==> src/rtl/sum_pkg.sv <==
// sum_pkg: shared FSM encoding and default operand width for the bit-serial adder
package sum_pkg;
    localparam int DEF_WIDTH = 8;
    typedef enum logic [1:0] {
        IDLE = 2'd0,
        RUN  = 2'd1,
        DONE = 2'd2
    } state_t;
endpackage

==> src/rtl/sum1bcc.sv <==
// sum1bcc: 1-bit full adder
//   A, B, Ci : operand bits and carry-in
//   S, Co    : sum bit and carry-out
module sum1bcc (
    input  logic A,
    input  logic B,
    input  logic Ci,
    output logic S,
    output logic Co
);
    assign S  = A ^ B ^ Ci;
    assign Co = (A & B) | (Ci & (A ^ B));
endmodule

==> src/rtl/sum_serie_ctrl.sv <==
// sum_serie_ctrl: bit-serial adder computing {Cout,S} = A + B + Ci, one bit per clock, LSB first
//   clk, rst_n  : clock, asynchronous active-low reset
//   start       : begin an addition (sampled only in IDLE)
//   A, B, Ci    : operands, captured on the accepting edge
//   busy        : high for the WIDTH cycles of RUN
//   done        : one-cycle pulse when S/Cout carry a new result
//   S, Cout     : registered result, updated only on completion
module sum_serie_ctrl
    import sum_pkg::*;
#(
    parameter int WIDTH = DEF_WIDTH
) (
    input  logic             clk,
    input  logic             rst_n,
    input  logic             start,
    input  logic [WIDTH-1:0] A,
    input  logic [WIDTH-1:0] B,
    input  logic             Ci,
    output logic             busy,
    output logic             done,
    output logic [WIDTH-1:0] S,
    output logic             Cout
);
    localparam int CW = $clog2(WIDTH);
    localparam logic [CW-1:0] LAST = CW'(WIDTH - 1);
    state_t r_state, w_next;
    logic [CW-1:0] r_cnt;
    logic [WIDTH-1:0] r_a, r_b, r_res;
    logic r_c, w_s, w_co;
    logic w_last;
    sum1bcc u_fa (
        .A (r_a[0]),
        .B (r_b[0]),
        .Ci(r_c),
        .S (w_s),
        .Co(w_co)
    );
    assign w_last = (r_cnt == LAST);
    always_ff @(posedge clk or negedge rst_n) begin
        if (!rst_n) r_state <= IDLE;
        else        r_state <= w_next;
    end
    // The unused encoding falls back to IDLE.
    always_comb begin
        w_next = IDLE;
        busy   = 1'b0;
        done   = 1'b0;
        w_next = (r_state == IDLE) ? (start ? RUN : IDLE) :
                 (r_state == RUN)  ? (w_last ? DONE : RUN) : IDLE;
        busy   = (r_state == RUN);
        done   = (r_state == DONE);
    end
    // Sum bits enter at the MSB so that after WIDTH shifts bit 0 holds the first (LSB) sum bit.
    always_ff @(posedge clk or negedge rst_n) begin
        if (!rst_n) begin
            r_a   <= '0;
            r_b   <= '0;
            r_c   <= 1'b0;
            r_res <= '0;
            r_cnt <= '0;
            S     <= '0;
            Cout  <= 1'b0;
        end else if (r_state == IDLE && start) begin
            r_a   <= A;
            r_b   <= B;
            r_c   <= Ci;
            r_cnt <= '0;
        end else if (r_state == RUN) begin
            r_res <= {w_s, r_res[WIDTH-1:1]};
            r_a   <= r_a >> 1;
            r_b   <= r_b >> 1;
            r_c   <= w_co;
            r_cnt <= r_cnt + 1'b1;
            if (w_last) begin
                S    <= {w_s, r_res[WIDTH-1:1]};
                Cout <= w_co;
            end
        end
    end
endmodule

==> config.mk <==
export PLATFORM = sky130hd
export DESIGN_NAME = sum_serie_ctrl
export DESIGN_NICKNAME = d
export VERILOG_FILES = /design/src/rtl/sum_pkg.sv /design/src/rtl/sum1bcc.sv /design/src/rtl/sum_serie_ctrl.sv
export SDC_FILE = /design/constraint.sdc
export NUM_CORES = 1
export LEC_CHECK = 0
export ABC_AREA = 1
export BUFFER_PORTS_ARGS = -buffer_cell sky130_fd_sc_hd__buf_4
export CORE_MARGIN = 2
export CORE_UTILIZATION = 30
export DETAILED_ROUTE_END_ITERATION = 12
export MAX_ROUTING_LAYER = met4
export PLACE_DENSITY = 0.53
export SLEW_MARGIN = 5
export SYNTH_ARGS = -nofsm -noshare
export SYNTH_HDL_FRONTEND = slang
export SYNTH_SLANG_ARGS = --single-unit
==> constraint.sdc <==
create_clock -name clk -period 1.4 [get_ports clk]
set_input_delay 0.14 -clock clk [delete_from_list [all_inputs] [get_ports clk]]
set_output_delay 0.14 -clock clk [all_outputs]
set_load 0.01 [all_outputs]
==> metrics.txt <==
Port Buffers=30; status=completed; max-slew violations=0; upper clock frequency limit=approximately 0.75 GHz; cell area after synthesis=1820 um^2; CP max stage cell=dfrtp_2; first-pass GRT wire length=6.81 mm; CTS tree=yes; post-DR vias/cell=4.40; Arr. time, crit path=1.19 ns; vias=1,451; First-pass DRT Iterations=4; GRT overflow=0; minimum clock period=approximately 1.3 ns; # rows=28; GRT Resource Usage Total=13.8%; sequential share of power=37.7%; core area=5890 um^2; initial antenna violation count=0; YS warnings=0; CP Buf/Inv Count=3; die area=6720 um^2; 1st-iter DRT viols=86; final instance area=2310 um^2; crit end category=output pin; clock buffer depth=2; die height=82.0 um; net switching power=1.78 mW; Cell Area, Placed=2130 um^2; Comb pwr share=39.5%; Area Overhead vs Synth=26.5%; worst slew pin tran=between 0.4 and 0.5 ns; clk sink count=38; Lkg Pwr=1.26 nW; post-detailed-route wirelength per cell=11.5 um; Worst-path clk slew=approximately 0.070 ns; post-synth net total=241; sw frac=35.5%; Filler Cell Count=640; post-synthesis sequential area ratio=52.2%; Setup crit start kind=flop; CP Cell Sequence=inv_4 > buf_6 > nor2_1 > buf_4; Int Pwr=3.24 mW; Final Hold Vio Count=0; largest net degree at the start of global routing=39; top cell family by delay on the critical path=flip-flops; Routed WL=3.81 mm; H-tree depth=2; Starting Density=approximately 31%; die width=82.0 um; crit path kind=reg2out; final setup vio count=0; Root Driver=clkbuf_8; Tcrit/Tclk final=a little over nine tenths; Unique masters post-synth=17; worst hold slack=0.0960 ns; Clock Skews=~0.0033 ns; worst skew pair latency=0.28 ns; post-synthesis register bit count=38; Hold/Removal Path Class=in2reg; worst vdd ir=0.655 mV; IO Count=31; ratio of cells with drive above 1 in the final layout=a little under a quarter; Worst EP required=1.26 ns; Mapped Avg Cell Area=8.36 um^2; MaxCap Viol Count=0; crit-path max cell delay=0.46 ns; post-detailed-placement half-perimeter wirelength=between 2 and 3 mm; Final GP Congestion=0.734; post-synthesis cell count=218; Max FO, Critical Path=13; DRC Markers=0; CTS buffer count=5; P per Cell Area=2170 nW/um^2; Fin Setup TNS=0 ns; clock share of power=22.7%; number of global-route vias before repair=1,441; Post-DRT Antenna Nets=0; nets=277; RSZ-0062 raised after global routing=false; # diodes=0; Relative slew margins=67.6%
==> routing by layer <==
metal	up-vias	track usage, %	wire length (um)
met1	682	18.1	1750
met3	4	3.30	92
met4	0	4.50	44
li1	747	-	-
met2	18	21.1	1920
met5	-	-	0
==> cells by family (layout without fill, tap and decap cells) <==
kind of cell	after synthesis	in the layout	synth area share, %
AOI/OAI and AO/OA	9	9	3.29
adders and majority gates	3	3	2.47
buffers and inverters	29	66	8.78
DFF	38	38	52.2
and+or+nand+nor	139	139	33.3
==> placed cells by master, fill, tap and decap left out <==
cell / Yosys / final
buf_4: 6 / 36
inv_1: 16 / 16
nand2_1: 101 / 101
bufinv_16: 0 / 2
buf_6: 3 / 1
dfrtp_2: 0 / 2
nand2_4: 1 / 1
dlygate4sd3_1: 0 / 1
nand3_1: 32 / 32
dfrtp_1: 38 / 36
o21ai_2: 4 / 4
ha_1: 2 / 2
o21ai_0: 5 / 5
nand2_2: 2 / 2
inv_4: 2 / 2
nor2_8: 2 / 2
clkbuf_8: 0 / 6
nor2_1: 1 / 1
fa_1: 1 / 1
buf_12: 0 / 2
==> what timing repair did <==
| action | CTS | global route |
|---|---|---|
| setup buffers | 0 | 2 |
| gates resized for setup | 2 | 1 |
| hold endpoints to repair | 38 | 0 |
| setup endpoints to repair | 2 | 1 |
| hold buffers | 1 | 0 |
==> sequential cells by signal, indices dropped and copies added, names as in the netlist <==
| name | flops |
|---|---|
| r_cnt | 3 |
| Cout | 1 |
| r_res | 7 |
| r_a | 8 |
| r_b | 8 |
| S | 8 |
| r_c | 1 |
| r_state | 2 |
==> power by group through the flow <==
stage / Sequential, mW / Clock (mW) / Combinational (mW)
final: 1.89 / 1.14 / 1.98
after global placement: 1.92 / 0 / 1.92
after detailed placement: 1.93 / 0 / 1.95
after CTS: 1.92 / 1.18 / 1.96
after global routing: 1.96 / 1.24 / 2.27
after floorplan: 1.89 / 0 / 1.34
==> area by class of cell <==
class | count | area, um^2 | share of cell area [%]
multi-input cells | 151 | 712 | 30.9
repair buffers | 40 | 332 | 14.4
clock inverters | 2 | 60.1 | 2.60
flip-flops and latches | 38 | 953 | 41.3
clock buffers | 6 | 82.6 | 3.58
inverters | 18 | 72.6 | 3.15
well taps | 75 | 93.8 | 4.07
==> worst min-delay path: cells and delay by family <==
kind / cells / cell delay [ns]
buffers and inverters: 1 / 0.08
and+or+nand+nor: 2 / 0.14
==> synthesized netlist by cell type <==
cell type,instances,area share [%]
buf_4,6,2.5
o21ai_0,5,1.4
dfrtp_1,38,52
inv_4,2,0.69
nor2_8,2,2.2
ha_1,2,1.4
buf_6,3,1.9
o21ai_2,4,1.9
clkbuf_1,1,0.21
nand2_4,1,0.62
nand2_1,101,21
fa_1,1,1.1
nor2_1,1,0.21
nand3_1,32,8.8
nand2_2,2,0.69
inv_1,16,3.3
buf_2,1,0.27
==> stage by stage <==
stage	utilization [%]	instances	setup slack (ns)	power, mW
2_1_floorplan	-	218	0.217	3.23
3_3_place_gp	36.2	319	0.185	3.84
3_5_place_dp	36.2	319	0.149	3.88
4_1_cts	38.9	328	0.0167	5.05
5_1_grt	39.2	330	0.0169	5.47
6_report	39.2	330	0.0737	5.01
==> worst paths after layout <==
check | slack (ns) | start | cells after the start | end
max in group asynchronous | 0.67 | rst_n | 2 | r_state[0]
min | 0.1 | A[7] | 3 | r_a[7]
max reg2reg | 0.14 | r_cnt[0] | 6 | S[3]
min in group asynchronous | 0.37 | rst_n | 2 | r_a[4]
max | 0.07 | r_state[1] | 4 | done
min reg2reg | 0.48 | S[7] | 2 | S[7]
(Power assumes the default switching activity.)
